--- src/rtl/router_pkg.sv ---
// Shared definitions for the router packet transmitter.
//   HDR_BYTES  : number of header bytes ahead of the payload (SA, DA, LEN x4, CRC x4)
//   tx_state_e : transmitter FSM states
//   hdr_byte() : maps a header byte index (0..9) to the byte placed on the wire
package router_pkg;

    localparam int HDR_BYTES = 10;

    typedef enum logic [2:0] {
        IDLE      = 3'd0,
        WAIT_BUSY = 3'd1,
        HDR       = 3'd2,
        PAYLOAD   = 3'd3,
        GAP       = 3'd4
    } tx_state_e;

    // Header layout: SA, DA, then LEN and CRC, each little-endian.
    function automatic logic [7:0] hdr_byte(
        input logic [3:0]  idx,
        input logic [7:0]  sa,
        input logic [7:0]  da,
        input logic [31:0] len,
        input logic [31:0] crc
    );
        logic [7:0] b;
        case (idx)
            4'd0:    b = sa;
            4'd1:    b = da;
            4'd2:    b = len[7:0];
            4'd3:    b = len[15:8];
            4'd4:    b = len[23:16];
            4'd5:    b = len[31:24];
            4'd6:    b = crc[7:0];
            4'd7:    b = crc[15:8];
            4'd8:    b = crc[23:16];
            4'd9:    b = crc[31:24];
            default: b = 8'h00;
        endcase
        return b;
    endfunction

endpackage

--- src/rtl/router_tx_fifo.sv ---
// Synchronous byte FIFO holding the payload of the next packet.
//   clk, reset : clock, asynchronous active-high reset (flushes the FIFO)
//   wr_en      : write strobe, ignored when full
//   wr_data    : byte to write
//   rd_en      : pop strobe, ignored when empty
//   rd_data    : head of the FIFO (show-ahead, valid whenever not empty)
//   full/empty : occupancy flags
//   count      : bytes currently held (0..DEPTH)
module router_tx_fifo #(
    parameter int DEPTH = 64
) (
    input  logic                     clk,
    input  logic                     reset,
    input  logic                     wr_en,
    input  logic [7:0]               wr_data,
    input  logic                     rd_en,
    output logic [7:0]               rd_data,
    output logic                     full,
    output logic                     empty,
    output logic [$clog2(DEPTH):0]   count
);

    localparam int PTR_W = $clog2(DEPTH);
    localparam int CNT_W = PTR_W + 1;

    logic [7:0]       mem [DEPTH];
    logic [PTR_W-1:0] wr_ptr_q;
    logic [PTR_W-1:0] rd_ptr_q;
    logic [CNT_W-1:0] count_q;
    logic             wr_ok;
    logic             rd_ok;

    // Pointers wrap naturally (DEPTH is a power of two); the count tells full from empty.
    assign full    = (count_q == CNT_W'(DEPTH));
    assign empty   = (count_q == '0);
    assign wr_ok   = wr_en && !full;
    assign rd_ok   = rd_en && !empty;
    assign rd_data = mem[rd_ptr_q];
    assign count   = count_q;

    // NOTE: the storage array is deliberately left out of reset; flushing only
    // needs the pointers and count cleared, and an unreset array maps to plain RAM.
    always_ff @(posedge clk) begin
        if (wr_ok) begin
            mem[wr_ptr_q] <= wr_data;
        end
    end

    // NOTE: sequential state uses non-blocking assignments so every register
    // samples pre-edge values regardless of statement order.
    always_ff @(posedge clk or posedge reset) begin
        if (reset) begin
            wr_ptr_q <= '0;
            rd_ptr_q <= '0;
            count_q  <= '0;
        end else begin
            if (wr_ok) begin
                wr_ptr_q <= wr_ptr_q + PTR_W'(1);
            end
            if (rd_ok) begin
                rd_ptr_q <= rd_ptr_q + PTR_W'(1);
            end
            case ({wr_ok, rd_ok})
                2'b10:   count_q <= count_q + CNT_W'(1);
                2'b01:   count_q <= count_q - CNT_W'(1);
                default: count_q <= count_q;
            endcase
        end
    end

endmodule

--- src/rtl/router_pkt_tx.sv ---
// Packet transmitter feeding the router input (dut_inp/inp_valid).
// Payload bytes are buffered in a FIFO while a running checksum accumulates;
// pkt_start then emits SA, DA, LEN (10+N), CRC (sum of payload) and the payload
// as one contiguous byte stream, waiting for the router's busy to clear first.
//   clk, reset           : clock, asynchronous active-high reset
//   pkt_sa, pkt_da       : addresses, captured when pkt_start is accepted
//   pkt_start            : send the FIFO contents as one packet
//   pl_wr_en/pl_wr_data  : payload write, effective only while pl_wr_rdy
//   pl_wr_rdy            : IDLE and FIFO not full
//   pl_count             : bytes held in the FIFO
//   busy                 : router busy, a packet does not start while high
//   dut_inp/inp_valid    : registered byte stream (dut_inp is 0 when not valid)
//   tx_active            : high in WAIT_BUSY/HDR/PAYLOAD
//   tx_done              : pulse in the cycle after the last payload byte
//   tx_err               : pulse for a rejected pkt_start
module router_pkt_tx
    import router_pkg::*;
#(
    parameter int FIFO_DEPTH = 64,
    parameter int GAP_CYCLES = 2
) (
    input  logic                          clk,
    input  logic                          reset,
    input  logic [7:0]                    pkt_sa,
    input  logic [7:0]                    pkt_da,
    input  logic                          pkt_start,
    input  logic                          pl_wr_en,
    input  logic [7:0]                    pl_wr_data,
    output logic                          pl_wr_rdy,
    output logic [$clog2(FIFO_DEPTH):0]   pl_count,
    input  logic                          busy,
    output logic [7:0]                    dut_inp,
    output logic                          inp_valid,
    output logic                          tx_active,
    output logic                          tx_done,
    output logic                          tx_err
);

    localparam int CNT_W = $clog2(FIFO_DEPTH) + 1;
    // The byte index must reach HDR_BYTES-1 even for the smallest FIFO.
    localparam int IDX_W = (CNT_W > 4) ? CNT_W : 4;
    localparam int GAP_W = $clog2(GAP_CYCLES + 1);

    tx_state_e        state_q, state_d;
    logic [7:0]       sa_q, sa_d;
    logic [7:0]       da_q, da_d;
    logic [CNT_W-1:0] n_q, n_d;
    logic [IDX_W-1:0] idx_q, idx_d;
    logic [GAP_W-1:0] gap_q, gap_d;
    logic [31:0]      crc_q, crc_d;
    logic [7:0]       dut_inp_q, dut_inp_d;
    logic             inp_valid_q, inp_valid_d;
    logic             tx_active_q, tx_active_d;
    logic             tx_done_q, tx_done_d;
    logic             tx_err_q, tx_err_d;

    logic             fifo_wr;
    logic             fifo_rd;
    logic [7:0]       fifo_rdata;
    logic             fifo_full;
    logic             fifo_empty;
    logic [CNT_W-1:0] fifo_count;
    logic [CNT_W-1:0] n_avail;
    logic             start_ok;
    logic [IDX_W-1:0] idx_nxt;
    logic [31:0]      pkt_len;

    router_tx_fifo #(
        .DEPTH   (FIFO_DEPTH)
    ) u_fifo (
        .clk     (clk),
        .reset   (reset),
        .wr_en   (fifo_wr),
        .wr_data (pl_wr_data),
        .rd_en   (fifo_rd),
        .rd_data (fifo_rdata),
        .full    (fifo_full),
        .empty   (fifo_empty),
        .count   (fifo_count)
    );

    assign pl_wr_rdy = (state_q == IDLE) && !fifo_full;
    assign fifo_wr   = pl_wr_en && pl_wr_rdy;
    // A write in the same cycle as pkt_start belongs to the packet being started.
    assign n_avail   = fifo_count + CNT_W'(fifo_wr);
    assign start_ok  = pkt_start && (state_q == IDLE) && (!fifo_empty || fifo_wr);
    assign idx_nxt   = idx_q + IDX_W'(1);
    assign pkt_len   = 32'(HDR_BYTES) + 32'(n_q);

    // Each *_d value is the content shown on the outputs after the next edge,
    // so the stream leaves straight from registers.
    always_comb begin
        // NOTE: every combinational output gets a default first so no path
        // through the case statement can infer a latch.
        state_d     = state_q;
        sa_d        = sa_q;
        da_d        = da_q;
        n_d         = n_q;
        idx_d       = idx_q;
        gap_d       = gap_q;
        crc_d       = fifo_wr ? (crc_q + {24'h0, pl_wr_data}) : crc_q;
        fifo_rd     = 1'b0;
        dut_inp_d   = 8'h00;
        inp_valid_d = 1'b0;
        tx_done_d   = 1'b0;
        tx_err_d    = pkt_start && !start_ok;

        case (state_q)
            IDLE: begin
                if (start_ok) begin
                    sa_d  = pkt_sa;
                    da_d  = pkt_da;
                    n_d   = n_avail;
                    idx_d = '0;
                    if (busy) begin
                        state_d = WAIT_BUSY;
                    end else begin
                        state_d     = HDR;
                        dut_inp_d   = pkt_sa;
                        inp_valid_d = 1'b1;
                    end
                end
            end
            WAIT_BUSY: begin
                if (!busy) begin
                    state_d     = HDR;
                    idx_d       = '0;
                    dut_inp_d   = sa_q;
                    inp_valid_d = 1'b1;
                end
            end
            HDR: begin
                inp_valid_d = 1'b1;
                if (idx_q == IDX_W'(HDR_BYTES - 1)) begin
                    state_d   = PAYLOAD;
                    idx_d     = '0;
                    fifo_rd   = 1'b1;
                    dut_inp_d = fifo_rdata;
                end else begin
                    idx_d     = idx_nxt;
                    dut_inp_d = hdr_byte(idx_nxt[3:0], sa_q, da_q, pkt_len, crc_q);
                end
            end
            PAYLOAD: begin
                if (idx_q == IDX_W'(n_q) - IDX_W'(1)) begin
                    tx_done_d = 1'b1;
                    crc_d     = '0;
                    // The IDLE cycle that samples the next pkt_start is the last
                    // forced idle cycle, so GAP itself holds GAP_CYCLES-1 cycles.
                    if (GAP_CYCLES > 1) begin
                        state_d = GAP;
                        gap_d   = '0;
                    end else begin
                        state_d = IDLE;
                    end
                end else begin
                    idx_d       = idx_nxt;
                    fifo_rd     = 1'b1;
                    dut_inp_d   = fifo_rdata;
                    inp_valid_d = 1'b1;
                end
            end
            GAP: begin
                if (gap_q == GAP_W'(GAP_CYCLES - 2)) begin
                    state_d = IDLE;
                end else begin
                    gap_d = gap_q + GAP_W'(1);
                end
            end
            default: begin
                state_d = IDLE;
            end
        endcase

        tx_active_d = (state_d == WAIT_BUSY) || (state_d == HDR) || (state_d == PAYLOAD);
    end

    always_ff @(posedge clk or posedge reset) begin
        if (reset) begin
            state_q     <= IDLE;
            sa_q        <= '0;
            da_q        <= '0;
            n_q         <= '0;
            idx_q       <= '0;
            gap_q       <= '0;
            crc_q       <= '0;
            dut_inp_q   <= '0;
            inp_valid_q <= 1'b0;
            tx_active_q <= 1'b0;
            tx_done_q   <= 1'b0;
            tx_err_q    <= 1'b0;
        end else begin
            state_q     <= state_d;
            sa_q        <= sa_d;
            da_q        <= da_d;
            n_q         <= n_d;
            idx_q       <= idx_d;
            gap_q       <= gap_d;
            crc_q       <= crc_d;
            dut_inp_q   <= dut_inp_d;
            inp_valid_q <= inp_valid_d;
            tx_active_q <= tx_active_d;
            tx_done_q   <= tx_done_d;
            tx_err_q    <= tx_err_d;
        end
    end

    assign pl_count  = fifo_count;
    assign dut_inp   = dut_inp_q;
    assign inp_valid = inp_valid_q;
    assign tx_active = tx_active_q;
    assign tx_done   = tx_done_q;
    assign tx_err    = tx_err_q;

endmodule

--- config.mk ---
export PLATFORM = sky130hd
export DESIGN_NAME = router_pkt_tx
export DESIGN_NICKNAME = d
export VERILOG_FILES = /design/src/rtl/router_pkg.sv /design/src/rtl/router_tx_fifo.sv /design/src/rtl/router_pkt_tx.sv
export SDC_FILE = /design/constraint.sdc
export NUM_CORES = 1
export LEC_CHECK = 0
export CORE_MARGIN = 4
export CORE_UTILIZATION = 33
export CTS_CLUSTER_SIZE = 24
export DETAILED_ROUTE_END_ITERATION = 16
export PLACE_DENSITY = 0.44
export SLEW_MARGIN = 20
export SYNTH_ARGS = -nofsm -noshare
export SYNTH_HDL_FRONTEND = slang
export SYNTH_SLANG_ARGS = --single-unit
--- constraint.sdc ---
create_clock -name clk -period 4.2 [get_ports clk]
set_input_delay 0.84 -clock clk [delete_from_list [all_inputs] [get_ports clk]]
set_output_delay 0.84 -clock clk [all_outputs]
set_load 0.01 [all_outputs]
==> results.py, run 1 <==
metrics = {
    "run_status": {
        "status": "completed",
    },
    "place": {
        "gp_congestion": 0.810,
        "dpl_cell_area_sq_mm": 0.0280,
        "place_hpwl_mm": 46.0,
        "io_buffers": 48,
        "place_ws_ns": 0.422,
    },
    "sta": {
        "tightest_slew_ns": 0.869,
        "slew_violations": 0,
        "fmax_mhz": 264,
        "slew_headroom_pct": 42.1,
        "rsz0062_at_grt": "no",
        "skew_ns": 0.0321,
        "setup_tns_ns": 0,
        "setup_slack_ns": 0.412,
        "fin_crit_ns": 3.79,
        "hold_viol_final": 0,
        "setup_viol": 0,
        "fin_crit_sh_pct": 90.2,
    },
    "detailed_routing": {
        "routed_wl_mm": 70.9,
        "drc": 0,
        "drtAntennaViolNets": 0,
        "firstDrtPassIters": 5,
        "drt_iter0_drc": 1145,
        "wl_per_cell_um": 25.2,
        "avgViaCountPerCell": 5.14,
        "num_vias": 14500,
    },
    "synth": {
        "synth-adder-area-share_pct": 1.52,
        "synth.avg_cell_area_sq_um": 16.4,
        "ys.flop_type": "edfxtp_1",
        "synth_area_sq_mm": 0.0258,
        "ys_ff_latch": 610,
        "ys_warn_count": 0,
        "synth-edff-count": 512,
        "synthArstFlopShare_pct": 16.1,
        "yosysSeqAreaShare_pct": 69.2,
        "synth_top_family_by_area": "multiplexers",
        "synth.distinct_cells": 66,
        "netlist_instances": 1575,
        "synth_fp_nets": 1634,
        "synthMuxAreaShare_pct": 12.7,
        "yosys.area_share.simple_pct": 6.52,
        "synth_compound_area_share_pct": 5.84,
        "synth_xor_area_share_pct": 2.07,
    },
    "clocking": {
        "root_buffer": "clkbuf_16",
        "post-cts-setup-buffer-count": 0,
        "cts_resized": 0,
        "clk_latency_ns": 0.62,
        "numCtsBuffers": 71,
        "path_clk_slew_ns": 0.06,
        "cts_hold_buffers": 0,
        "clock-sinks": 610,
        "cts_tree": "yes",
        "htreeDepth": 3,
        "clk_path_buf_depth": 3,
    },
    "worst_setup_path": {
        "start_kind": "register",
        "crit_path_cell_trace": "inv_1, ha_1, nand2b_1, or3_1, a2111oi_2, a221o_2, nor2_4, ha_1, inv_1, fa_1, inv_1, a21oi_1, o21bai_1, a21o_1, a21oi_1, mux2i_1, xnor2_1",
        "max_stage_delay_ns": 0.45,
        "critPathArrivalTime_ns": 4.31,
        "r2r_cells": 17,
        "worstReg2RegStart": "n_q[0]",
        "path_buf_inv": 3,
        "critPathCaptureType": "register",
        "path_common_cell": "inv_1",
        "slowest_stage": "a2111oi_2",
        "crit_type": "reg -> reg",
        "regToRegSetupSlack_ns": 0.41,
        "required_ns": 4.72,
        "reg2reg_to": "u_fifo.count[6]",
        "critPathTopFamily": "compound AO/OA/AOI/OAI gates",
        "worst-path-max-fanout": 7,
    },
    "final_layout": {
        "syn_to_final_growth_pct": 17.8,
        "nets": 1778,
        "fillers": 7205,
        "multi_input_area_sq_mm": 0.00739,
        "drive_above_1_share_pct": 21.2,
        "seqCellArea_sq_mm": 0.0178,
        "diodes": 0,
        "final_cell_area_sq_mm": 0.0303,
    },
    "grt": {
        "grt_antenna_before_repair": 3,
        "track_usage_pct": 17.2,
        "grt_overflow": 0,
        "grt_pass1_wl_mm": 104,
        "grt_pass1_vias": 14800,
        "grt_max_degree": 65,
    },
    "worst_hold_path": {
        "min_to": "gap_q[0]",
        "hold_path_class": "reg -> reg",
        "holdPathStages": 1,
        "hold_start": "gap_q[0]",
    },
    "power": {
        "p_leak_nw": 10.4,
        "p_per_area_mw_per_mm2": 651,
        "p_total_mw": 19.8,
        "ir_drop_mv": 0.287,
    },
    "die": {
        "chipWidth_um": 287,
        "start_util_pct": 33.3,
        "design.die.area_sq_mm": 0.0826,
        "die_y_um": 287,
        "rows": 102,
        "core_sq_mm": 0.0773,
        "io_pins": 49,
    },
    "run": {
        "cap_violations": 0,
    },
}
power breakdown:
group          switching (mW)  leakage (nW)  internal, mW
sequential              0.657          5.85          6.89
clock                    2.52          1.16          3.75
combinational            3.34          3.36          2.60
total                    6.51          10.4          13.2
cells in the mapped netlist (5+ instances only):
cell,count,area share (%)
a21o_1,13,0.38
a21oi_1,39,0.76
a221oi_1,14,0.48
a22o_1,11,0.37
a22oi_1,17,0.50
a31oi_1,7,0.17
and2_1,10,0.24
and3_1,12,0.29
buf_1,8,0.12
buf_2,24,0.47
buf_4,14,0.41
clkbuf_1,39,0.57
dfrtp_1,98,9.5
edfxtp_1,512,60
ha_1,28,1.4
inv_1,26,0.38
mux2_2,22,0.96
mux2i_1,54,2.1
mux4_2,110,9.6
nand2_1,77,1.1
nand2b_1,14,0.34
nand3_1,32,0.62
nand4_1,19,0.46
nor2_1,129,1.9
nor2b_1,6,0.15
nor3_1,12,0.23
nor4_1,11,0.27
o211ai_1,8,0.23
o21ai_0,40,0.78
o21bai_1,5,0.15
o221ai_1,12,0.41
o22ai_1,18,0.44
o311ai_0,6,0.20
o31ai_1,7,0.20
or3_1,11,0.27
xnor2_1,31,1.1
xor2_1,30,1.0
cells in the final DEF (no fill, tap or decap), types with 32 or more instances in the layout:
cell type | Yosys | final
a21oi_1 | 39 | 39
buf_4 | 14 | 108
clkbuf_16 | 0 | 74
clkdlybuf4s50_1 | 0 | 40
dfrtp_1 | 98 | 95
edfxtp_1 | 512 | 512
mux2i_1 | 54 | 54
mux4_2 | 110 | 110
nand2_1 | 77 | 77
nand3_1 | 32 | 32
nor2_1 | 129 | 129
o21ai_0 | 40 | 40
final cells by class:
| class | instances | area share [%] |
|---|---|---|
| Tap cell | 1040 | 4.29 |
| Clock inverter | 39 | 1.40 |
| Timing Repair Buffer | 160 | 4.39 |
| Inverter | 26 | 0.330 |
| Sequential cell | 610 | 58.8 |
| Multi-Input combinational cell | 850 | 24.4 |
| Clock buffer | 90 | 6.43 |
layer usage:
metal  wire length (um)  up-vias  GRT usage, %
met2              32700      343          26.9
met5                  0        -             0
met1              32700     7531          24.4
li1                   -     6490             -
met4               1940        0          5.44
met3               3570       96          3.11
registers in the layout, summed over array words and instances, names as in the netlist:
name             count
u_fifo.mem         512
crc_q               32
da_q                 8
dut_inp              8
sa_q                 8
idx_q                7
n_q                  7
u_fifo.count         7
u_fifo.rd_ptr_q      6
u_fifo.wr_ptr_q      6
state_q              3
gap_q                2
inp_valid            1
tx_active            1
tx_done              1
tx_err               1
worst max-delay path by stage:
stage,start,to,slack [ns],depth (start not counted)
after global placement,n_q[3],u_fifo.count[6],0.45,15
after floorplan,n_q[3],u_fifo.count[6],0.74,16
after CTS,n_q[0],u_fifo.count[6],0.40,17
final,n_q[0],u_fifo.count[6],0.41,17
after detailed placement,n_q[0],u_fifo.count[6],0.42,17
after global routing,n_q[0],u_fifo.count[6],0.07,17
logic make-up after synthesis:
group	count (synthesis)
AOI/OAI and AO/OA	219
xor gates and xnor gates	61
adders and majority gates	30
buffers and inverters	115
DFF	610
muxes	187
and+or+nand+nor	353
metrics by stage:
step                      utilization, %  std cells  hold WS [ns]
after global routing                39.2       2815         0.493
final                               39.2       2815         0.467
after global placement              36.1       2686         0.464
after floorplan                        -       1575         0.451
after detailed placement            36.1       2686         0.467
after CTS                           39.2       2815         0.475
No activity file was read; power rests on OpenSTA's default activity.
==> inputs of run 2 (changes only) <==
--- a/config.mk
+++ b/config.mk
@@ -9,7 +9,6 @@
 export CORE_UTILIZATION = 33
 export CTS_CLUSTER_SIZE = 24
 export DETAILED_ROUTE_END_ITERATION = 16
-export PLACE_DENSITY = 0.44
 export SLEW_MARGIN = 20
 export SYNTH_ARGS = -nofsm -noshare
 export SYNTH_HDL_FRONTEND = slang
==> run 2 against run 1 <==
Combinational power fell by 2%. Largest cell class unchanged. Wire length down 7.9%. Largest power group unchanged. Highest routed layer unchanged. Cell count is 1.1% lower. Via count increased by 2.2%. Count of clock-buffer cells in the layout decreased by 24.
==> results.py, run 2 (synthesis gave the netlist of run 1 again) <==
metrics = {
    "run_status": {
        "status": "completed",
    },
    "sta": {
        "setup_tns_ns": 0,
        "setup_viol": 0,
        "skew_ns": 0.0371,
        "tightest_slew_ns": 0.961,
        "rsz0062_at_grt": "no",
        "fin_crit_sh_pct": 93.9,
        "slew_headroom_pct": 35.9,
        "slew_violations": 0,
        "fin_crit_ns": 3.95,
        "fmax_mhz": 253,
        "hold_viol_final": 0,
    },
    "grt": {
        "grt_max_degree": 65,
        "grt_pass1_wl_mm": 97.4,
        "track_usage_pct": 15.7,
        "grt_pass1_vias": 14800,
        "grt_antenna_before_repair": 3,
        "grt_overflow": 0,
    },
    "power": {
        "p_leak_nw": 10.1,
        "ir_drop_mv": 0.321,
        "p_total_mw": 19.0,
        "p_per_area_mw_per_mm2": 636,
    },
    "final_layout": {
        "largest_reg_flops": 512,
        "nets": 1753,
        "final_common_cell": "edfxtp_1",
        "final_cell_mix": "512 x edfxtp_1, 129 x nor2_1, 110 x mux4_2, 95 x dfrtp_1, 94 x buf_4",
        "fillers": 7137,
        "multi_input_area_sq_mm": 0.00739,
        "diodes": 0,
        "seqCellArea_sq_mm": 0.0178,
        "top_regs": "u_fifo.mem x512, crc_q x32",
        "drive_above_1_share_pct": 20.5,
        "regMostFlops": "u_fifo.mem",
        "syn_to_final_growth_pct": 16.2,
    },
    "clocking": {
        "clock-sinks": 610,
        "clk_path_buf_depth": 3,
        "htreeDepth": 2,
        "cts_tree": "yes",
        "numCtsBuffers": 60,
        "post-cts-setup-buffer-count": 0,
        "cts_resized": 0,
        "clk_latency_ns": 0.65,
        "cts_hold_buffers": 0,
        "root_buffer": "clkbuf_16",
        "path_clk_slew_ns": 0.06,
    },
    "detailed_routing": {
        "met1_length_mm": 28.7,
        "drtAntennaViolNets": 0,
        "routed_wl_mm": 65.3,
        "drc": 0,
        "wl_per_cell_um": 23.4,
        "firstDrtPassIters": 5,
        "avgViaCountPerCell": 5.31,
        "top_layer": "met4",
        "num_vias": 14800,
        "routed-wl-met3_mm": 5.17,
        "wl_met2_mm": 30.1,
        "drt_iter0_drc": 1356,
    },
    "worst_setup_path": {
        "path_common_cell": "inv_1",
        "worst-path-max-fanout": 7,
        "critPathCaptureType": "register",
        "crit_type": "reg -> reg",
        "required_ns": 4.77,
        "start_kind": "register",
        "critPathArrivalTime_ns": 4.52,
        "critPathTopFamily": "compound AO/OA/AOI/OAI gates",
        "r2r_cells": 17,
        "crit_path_cell_trace": "inv_1, ha_1, nand2b_1, or3_1, a2111oi_2, a221o_2, nor2_4, ha_1, inv_1, fa_1, inv_1, a21oi_1, o21bai_1, a21o_1, a21oi_1, mux2i_1, xnor2_1",
        "slowest_stage": "a2111oi_2",
        "regToRegSetupSlack_ns": 0.25,
        "reg2reg_to": "u_fifo.count[6]",
        "max_stage_delay_ns": 0.50,
        "worstReg2RegStart": "n_q[0]",
        "path_buf_inv": 3,
        "startpoint": "n_q[0]",
    },
    "worst_hold_path": {
        "min_to": "gap_q[0]",
        "holdPathStages": 1,
        "hold_path_class": "reg -> reg",
        "hold_start": "gap_q[0]",
    },
    "die": {
        "core_sq_mm": 0.0773,
        "rows": 102,
        "design.die.area_sq_mm": 0.0826,
        "chipWidth_um": 287,
        "io_pins": 49,
        "start_util_pct": 33.3,
        "die_y_um": 287,
    },
    "place": {
        "gp_congestion": 0.854,
        "place_hpwl_mm": 42.7,
        "io_buffers": 48,
    },
    "run": {
        "cap_violations": 0,
    },
}
[run 2: changes by cell type in the layout (fill, tap and decap cells not counted), sizes merged]
cell,change
clkinv,-5
bufinv,+3
clkbuf,-24
buf,-14
inv,+1
clkinvlp,+9
[run 2: how the worst max path moves through the flow]
| stage | endpoint | cells after the start |
|---|---|---|
| 6_report | u_fifo.count[6] | 17 |
| 5_1_grt | u_fifo.count[6] | 17 |
| 4_1_cts | u_fifo.count[6] | 17 |
| 3_5_place_dp | u_fifo.count[6] | 17 |
| 3_3_place_gp | u_fifo.count[6] | 15 |
| 2_1_floorplan | u_fifo.count[6] | 16 |
[run 2: power by group]
group          total, mW  switching, mW  internal, mW
sequential          7.59          0.699          6.89
combinational       5.80           3.25          2.55
clock               5.63           2.38          3.25
[run 2: cell type report]
class	count	share of cell area, %
inverter	26	0.335
multi-input combinational	850	24.7
timing repair buffer	146	4.10
sequential	610	59.6
clock buffer	66	5.09
tap	1040	4.35
clock inverter	47	1.82
[run 2: per-layer routing]
layer | GRT usage [%] | up-vias
li1 | - | 6434
met1 | 22.8 | 7639
met2 | 24.6 | 614
met3 | 2.97 | 95
met4 | 3.50 | 0
met5 | 0 | -
[run 2: through the flow]
step	util [%]	setup slack (ns)	cells	hold WS (ns)	area [sq um]
finish	38.7	0.255	2785	0.501	29900
global route	38.7	0.0133	2785	0.516	29900
CTS	38.7	0.274	2785	0.513	29900
detailed placement	36.0	0.284	2672	0.505	27900
global placement	36.0	0.402	2672	0.461	27900
floorplan	-	0.740	1575	0.451	25800
[run 2: worst register-to-register path: cells and delay by family, from the launching register on]
family / cells / cell delay [ns]
buffers and inverters: 3 / 0.29
xor gates and xnor gates: 1 / 0.14
muxes: 1 / 0.25
and+or+nand+nor: 3 / 0.59
adders and majority gates: 3 / 0.78
DFF: 1 / 0.43
AOI/OAI and AO/OA: 6 / 1.40
==> inputs of run 3 (changes only) <==
--- a/config.mk
+++ b/config.mk
@@ -7,7 +7,6 @@
 export LEC_CHECK = 0
 export CORE_MARGIN = 4
 export CORE_UTILIZATION = 33
-export CTS_CLUSTER_SIZE = 24
 export DETAILED_ROUTE_END_ITERATION = 16
 export SLEW_MARGIN = 20
 export SYNTH_ARGS = -nofsm -noshare
==> results of run 3 <==
The final DEF is identical to that of run 2; final timing and power are the same.
